## src/rtl/sign_pkg.sv

```systemverilog
// sign_pkg: shared lane width, parameter-set lookups and challenge-expansion FSM
// encoding for the signing pipeline.
package sign_pkg;

    localparam int unsigned LANE_W = 32;

    typedef enum logic [2:0] {
        ST_IDLE,
        ST_FILL_R,
        ST_FILL_EPS,
        ST_FLUSH,
        ST_DONE
    } chal_state_t;

    function automatic int unsigned sign_tau(input logic [15:0] ps);
        case (ps)
            "L3":    return 26;
            "L5":    return 34;
            default: return 17;
        endcase
    endfunction

    function automatic int unsigned sign_d_split(input logic [15:0] ps);
        case (ps)
            "L3", "L5": return 2;
            default:    return 1;
        endcase
    endfunction

    function automatic int unsigned sign_t(input logic [15:0] ps);
        case (ps)
            "L5":    return 4;
            default: return 3;
        endcase
    endfunction

endpackage

```

## src/rtl/chal_lane_packer.sv

```systemverilog
// chal_lane_packer: assembles accepted 32-bit words into T-lane entries and
// issues one registered RAM write per completed entry.
module chal_lane_packer
    import sign_pkg::*;
#(
    parameter int unsigned T       = 3,
    parameter int unsigned ENTRIES = 17,
    localparam int unsigned AW     = (ENTRIES > 1) ? $clog2(ENTRIES) : 1,
    localparam int unsigned LW     = (T > 1) ? $clog2(T) : 1
) (
    input  logic                  clk,
    input  logic                  rst_n,
    input  logic                  clear,
    input  logic                  take,
    input  logic                  tag,
    input  logic [LANE_W-1:0]     word,
    output logic                  last,
    output logic                  wr_en,
    output logic                  wr_tag,
    output logic [AW-1:0]         wr_addr,
    output logic [T*LANE_W-1:0]   wr_data
);

    localparam logic [LW-1:0] LANE_LAST  = LW'(T - 1);
    localparam logic [AW-1:0] ENTRY_LAST = AW'(ENTRIES - 1);

    logic [LW-1:0]             lane_cnt;
    logic [AW-1:0]             entry_cnt;
    logic [(T-1)*LANE_W-1:0]   asm_q;

    // Next accepted word completes the whole vector.
    assign last = (lane_cnt == LANE_LAST) && (entry_cnt == ENTRY_LAST);

    always_ff @(posedge clk or negedge rst_n) begin
        if (!rst_n) begin
            lane_cnt  <= '0;
            entry_cnt <= '0;
            asm_q     <= '0;
            wr_en     <= 1'b0;
            wr_tag    <= 1'b0;
            wr_addr   <= '0;
            wr_data   <= '0;
        end else begin
            wr_en <= 1'b0;
            if (clear) begin
                lane_cnt  <= '0;
                entry_cnt <= '0;
            end else if (take) begin
                if (lane_cnt == LANE_LAST) begin
                    wr_en     <= 1'b1;
                    wr_tag    <= tag;
                    wr_addr   <= entry_cnt;
                    wr_data   <= {word, asm_q};
                    lane_cnt  <= '0;
                    entry_cnt <= (entry_cnt == ENTRY_LAST) ? '0 : entry_cnt + 1'b1;
                end else begin
                    for (int unsigned l = 0; l < T - 1; l++) begin
                        if (lane_cnt == LW'(l)) asm_q[l*LANE_W +: LANE_W] <= word;
                    end
                    lane_cnt <= lane_cnt + 1'b1;
                end
            end
        end
    end

endmodule

```

## src/rtl/sign_chal_expand.sv

```systemverilog
// sign_chal_expand: packs the squeeze stream into the r and eps challenge stores
// and serves them on registered read ports. SIGN_CHAL_REJECT_EN enables r filtering.
module sign_chal_expand
    import sign_pkg::*;
#(
    parameter logic [15:0] PARAMETER_SET = "L1",
    parameter logic [39:0] FIELD         = "GF256",
    parameter int unsigned TAU           = sign_tau(PARAMETER_SET),
    parameter int unsigned D_SPLIT       = sign_d_split(PARAMETER_SET),
    parameter int unsigned T             = sign_t(PARAMETER_SET),
    parameter int unsigned N_CHAL        = TAU * D_SPLIT * T,
    parameter int unsigned ENTRIES       = TAU * D_SPLIT,
    localparam int unsigned AW           = (ENTRIES > 1) ? $clog2(ENTRIES) : 1
) (
    input  logic                 i_clk,
    input  logic                 i_rst_n,
    input  logic                 i_start,
    input  logic [31:0]          i_hash_data_out,
    input  logic                 i_hash_data_out_valid,
    output logic                 o_hash_data_out_ready,
    output logic                 o_hash_force_done,
    input  logic                 i_hash_force_done_ack,
    input  logic [AW-1:0]        i_r_addr,
    input  logic                 i_r_rd,
    output logic [T*LANE_W-1:0]  o_r,
    input  logic [AW-1:0]        i_eps_addr,
    input  logic                 i_eps_rd,
    output logic [T*LANE_W-1:0]  o_eps,
    output logic                 o_busy,
    output logic                 o_done
);

    if (FIELD != "GF256" || N_CHAL != ENTRIES * T || T < 2) begin : g_bad_cfg
        $error("sign_chal_expand: unsupported configuration");
    end

    chal_state_t            state;
    logic                   discard;
    logic                   take;
    logic                   last;
    logic                   clear;
    logic                   wr_en;
    logic                   wr_tag;
    logic [AW-1:0]          wr_addr;
    logic [T*LANE_W-1:0]    wr_data;
    logic [T*LANE_W-1:0]    r_mem   [ENTRIES];
    logic [T*LANE_W-1:0]    eps_mem [ENTRIES];

`ifdef SIGN_CHAL_REJECT_EN
    assign discard = (state == ST_FILL_R) && (i_hash_data_out[31:8] == '0);
`else
    assign discard = 1'b0;
`endif

    // Rejected words are still handshaken, they just never reach the packer.
    assign take  = i_hash_data_out_valid && o_hash_data_out_ready && !discard;
    assign clear = (state == ST_IDLE) && i_start;

    chal_lane_packer #(
        .T       (T),
        .ENTRIES (ENTRIES)
    ) u_packer (
        .clk     (i_clk),
        .rst_n   (i_rst_n),
        .clear   (clear),
        .take    (take),
        .tag     (state == ST_FILL_EPS),
        .word    (i_hash_data_out),
        .last    (last),
        .wr_en   (wr_en),
        .wr_tag  (wr_tag),
        .wr_addr (wr_addr),
        .wr_data (wr_data)
    );

    always_ff @(posedge i_clk or negedge i_rst_n) begin
        if (!i_rst_n) begin
            state                 <= ST_IDLE;
            o_busy                <= 1'b0;
            o_done                <= 1'b0;
            o_hash_data_out_ready <= 1'b0;
            o_hash_force_done     <= 1'b0;
        end else begin
            case (state)
                ST_IDLE: begin
                    if (i_start) begin
                        state                 <= ST_FILL_R;
                        o_busy                <= 1'b1;
                        o_hash_data_out_ready <= 1'b1;
                    end
                end
                ST_FILL_R: begin
                    if (take && last) state <= ST_FILL_EPS;
                end
                ST_FILL_EPS: begin
                    if (take && last) begin
                        state                 <= ST_FLUSH;
                        o_hash_data_out_ready <= 1'b0;
                        o_hash_force_done     <= 1'b1;
                    end
                end
                ST_FLUSH: begin
                    if (i_hash_force_done_ack) begin
                        state             <= ST_DONE;
                        o_hash_force_done <= 1'b0;
                        o_done            <= 1'b1;
                    end
                end
                ST_DONE: begin
                    state  <= ST_IDLE;
                    o_done <= 1'b0;
                    o_busy <= 1'b0;
                end
                default: state <= ST_IDLE;
            endcase
        end
    end

    always_ff @(posedge i_clk) begin
        if (wr_en) begin
            if (wr_tag) eps_mem[wr_addr] <= wr_data;
            else        r_mem[wr_addr]   <= wr_data;
        end
    end

    always_ff @(posedge i_clk or negedge i_rst_n) begin
        if (!i_rst_n) begin
            o_r   <= '0;
            o_eps <= '0;
        end else begin
            if (i_r_rd)   o_r   <= r_mem[i_r_addr];
            if (i_eps_rd) o_eps <= eps_mem[i_eps_addr];
        end
    end

endmodule

```

## config.mk

```make
export PLATFORM = sky130hd
export DESIGN_NAME = sign_chal_expand
export DESIGN_NICKNAME = d
export VERILOG_FILES = /design/src/rtl/sign_pkg.sv /design/src/rtl/chal_lane_packer.sv /design/src/rtl/sign_chal_expand.sv
export SDC_FILE = /design/constraint.sdc
export NUM_CORES = 2
export LEC_CHECK = 0
export ABC_AREA = 1
export ABC_CLOCK_PERIOD_IN_PS = 11000
export CAP_MARGIN = 20
export CORE_ASPECT_RATIO = 0.8
export CORE_MARGIN = 5
export CORE_UTILIZATION = 55
export DETAILED_ROUTE_END_ITERATION = 6
export DONT_BUFFER_PORTS = 1
export PLACE_DENSITY = 0.7
export SYNTH_ARGS = -nofsm -noshare
export SYNTH_HDL_FRONTEND = slang
export SYNTH_HIERARCHICAL = 1
export SYNTH_SLANG_ARGS = --single-unit
```

## constraint.sdc

```tcl
create_clock -name i_clk -period 11 [get_ports i_clk]
set_clock_uncertainty 0.05 [all_clocks]
set_input_delay 1.1 -clock i_clk [delete_from_list [all_inputs] [get_ports i_clk]]
set_output_delay 1.1 -clock i_clk [all_outputs]
set_load 0.01 [all_outputs]
```

==> flow_summary.json <==
{
  "status": "finished, violations left",
  "violations": "max-slew violations",
  "gr-usage-met3_pct": 5.44,
  "power.density_nw_per_um2": 200,
  "yosysTopAreaCell": "edfxtp_1",
  "wirelength_um": 416000,
  "worstSetupStartpointType": "input pin",
  "routedWlPerCell_um": 23.1,
  "fin_crit_ns": 4.73,
  "synthFlopType": "edfxtp_1",
  "syn-num-nets": 14300,
  "chipHeight_um": 480,
  "finalWorstSetupSlack_ns": 6.27,
  "synthXorXnorAreaFrac_pct": 0,
  "cts_tree": "done",
  "synthSimpleGateAreaFrac_pct": 21.8,
  "synth_compound_area_share_pct": 0.371,
  "antenna_left": 0,
  "syn_area_um2": 152000,
  "worst_slew_pin_slew_ns": 2.24,
  "firstDrtPassIters": 6,
  "post_layout_nonfiller_instances": 18000,
  "worstSetupStartpoint": "i_eps_addr[0]",
  "clkSlewWorstSetupHoldPaths_ns": 0.06,
  "r2r_slack_ns": 6.98,
  "grt_max_degree": 770,
  "synth_fa_ha_area_share_pct": 0.0165,
  "ios": 245,
  "drt_iter0_drc": 13700,
  "num-nets-final": 14100,
  "syn_avg_cell_area_um2": 10.7,
  "finalSetupViolCount": 0,
  "cts_resized": 0,
  "yosysSeqAreaShare_pct": 70.8,
  "clk_latency_ns": 0.89,
  "r2r_end": "r_mem[0][88]$_DFFE_PP_",
  "synthArstFlopShare_pct": 10.3,
  "synthMuxAreaShare_pct": 0,
  "grt_usage_pct": 28.5,
  "cts_root_buf": "clkbuf_16",
  "dpl_cell_area_um2": 154000,
  "multiInputGateArea_um2": 33900,
  "hold_path.class": "in -> async",
  "stdcell_area_um2": 165000,
  "preCtsSetupSlack_ns": 6.48,
  "vias_per_cell": 5.61,
  "placed_cells": 17300,
  "grt_pass1_vias": 94800,
  "start_util_pct": 55.3,
  "slew_viol_final": 486,
  "yosysTopAreaCellShare_pct": 64.7,
  "core-area_um2": 274000,
  "cp_max_fo": 769,
  "die_area_um2": 286000,
  "cts_buffer_depth": 4,
  "cts_buffers": 358,
  "clock-sinks": 3637,
  "grt_antenna_before_repair": 19,
  "tns_ns": 0,
  "path_class": "in -> reg",
  "drc": 0,
  "fmax_mhz": 211,
  "grt_pass1_wl_um": 612000,
  "met1_usage_pct": 41.4,
  "cp.required_ns": 11.72,
  "peakVddDrop_uv": 128,
  "htreeDepth": 5,
  "io_buffers": 0,
  "synth_top_family_by_area": "simple AND/OR/NAND/NOR gates",
  "synthCells": 14200,
  "globalRouteMet2Util_pct": 43.5,
  "area_growth_pct": 9.13,
  "synth_cell_types": 29,
  "postCtsSetupBuffers": 0,
  "reg2reg_depth": 7,
  "vias": 101000,
  "fin_crit_sh_pct": 43.0,
  "fillCellCount": 21400,
  "seqCellArea_um2": 107000,
  "cap_violations": 0,
  "worstSetupEndpointType": "flop",
  "worstPathArrival_ns": 5.45,
  "p_leak_nw": 69.3,
  "grt_overflow": 0,
  "reg2reg_from": "u_packer/wr_addr[3]$_DFFE_PN0P_",
  "slew_headroom_pct": -49.3,
  "synth_edf_count": 3264,
  "rsz0062_at_grt": "no",
  "hpwl_um": 189000,
  "ys_ff_latch": 3637,
  "yosys_warnings": 6,
  "synthTopCellsByArea": "edfxtp_1, nand2_1, nand3_1",
  "layout-drive-gt1-share_pct": 5.35,
  "busiest_layer": "met2",
  "die_w_um": 597,
  "gp_congestion": 0.796,
  "final_hold_viol_count": 0,
  "rows": 172
}
==> cells in the final DEF (no fill, tap or decap), types with 2 or more instances in the layout <==
cell type   instances
inv_6               9
nand2_1          5526
inv_16              4
buf_4             165
clkbuf_1           96
inv_1            1602
o21ai_0            57
clkbuf_16         366
buf_16             18
inv_2               3
nor2_1            400
dfrtp_1           373
edfxtp_1         3264
clkinv_4            2
diode_2            12
bufinv_16          20
nor3_1              4
clkinvlp_4          7
clkinv_8            3
nor3_2             12
nand3_1          2116
clkinv_2           69
clkinv_1           48
inv_8               9
clkbuf_8           33
buf_12             18
o21ai_1            51
ha_1                2
nor2_4             23
nand4_1             3
nand3_2             2
==> per-stage QoR <==
stage | power [mW] | utilization [%] | hold slack, ns
final | 33.1 | 60.3 | 0.156
after CTS | 33.1 | 60.2 | 0.109
after floorplan | 19.6 | - | 0.392
after global routing | 34.2 | 60.3 | 0.146
after detailed placement | 21.3 | 56.1 | 0.404
after global placement | 21.1 | 56.0 | 0.397
==> cell usage after synthesis, types with 2 or more instances <==
cell type  number
nand2_1      5526
edfxtp_1     3264
nand3_1      2116
inv_1        1608
nor2_1        422
dfrtp_1       373
buf_2         263
clkbuf_1      234
buf_6         141
buf_1          64
o21ai_0        57
o21ai_1        51
buf_4          50
nor3_1         16
buf_8           7
inv_2           5
nand4_1         3
clkinv_1        2
ha_1            2
inv_4           2
nand3_2         2
==> logic make-up after synthesis <==
kind of cell,Yosys count
buffers and inverters,2377
AND/OR/NAND/NOR,8089
flip-flops,3637
adder cells (fa/ha/maj),2
AO/OA/AOI/OAI,111
==> repair_timing <==
| action | in CTS | in global routing |
|---|---|---|
| setup endpoints to repair | 0 | 0 |
| hold buffers | 3 | 0 |
| hold endpoints to repair | 147 | 0 |
==> metal layers <==
| layer | wire [µm] | share of wire [%] | vias up |
|---|---|---|---|
| li1 | - | - | 45900 |
| met1 | 166000 | 40 | 48300 |
| met2 | 182000 | 44 | 5748 |
| met3 | 51600 | 12 | 852 |
| met4 | 15600 | 3.8 | 6 |
| met5 | 56 | 0.013 | - |
==> registers in the layout (all words and copies together) (netlist names), 5 cells and up <==
| signal | flops |
|---|---|
| eps_mem | 1632 |
| r_mem | 1632 |
| o_eps | 96 |
| o_r | 96 |
| u_packer/wr_data | 96 |
| u_packer/asm_q | 64 |
| u_packer/entry_cnt | 5 |
| u_packer/wr_addr | 5 |
==> layout make-up <==
class | instances | share of cell area, %
antenna | 12 | 0.0182
clock buffer | 495 | 6.03
clock inverter | 159 | 0.821
inverter | 1617 | 3.73
multi-input combinational | 8202 | 20.5
sequential | 3637 | 64.9
tap | 3654 | 2.76
timing repair buffer | 201 | 1.27
==> worst max path at each step <==
stage | end | slack, ns | depth (start not counted)
2_1_floorplan | eps_mem[10][0]$_DFFE_PP_ | 2.99 | 3
3_3_place_gp | o_eps[15]$_DFFE_PN0P_ | 6.40 | 10
3_5_place_dp | o_eps[28]$_DFFE_PN0P_ | 6.48 | 10
4_1_cts | r_mem[0][87]$_DFFE_PP_ | 7.04 | 7
5_1_grt | o_eps[26]$_DFFE_PN0P_ | 6.80 | 10
6_report | o_eps[14]$_DFFE_PN0P_ | 6.27 | 10
==> critical path: stages <==
cell and delay, ns:
inv_16 1.12, buf_4 0.79, buf_4 0.77, nand2_1 0.13, nand3_1 0.12, nand3_1 0.09, nand3_1 0.12, nand3_1 0.09
nand2_1 0.10, nand2_1 0.05
==> power by group <==
| part | switching [mW] | internal (mW) | total, mW |
|---|---|---|---|
| sequential | 0.540 | 17.0 | 17.5 |
| combinational | 2.85 | 0.779 | 3.63 |
| clock | 5.15 | 6.82 | 12.0 |
| total | 8.55 | 24.6 | 33.1 |
Power figures use the tool's default switching activity.
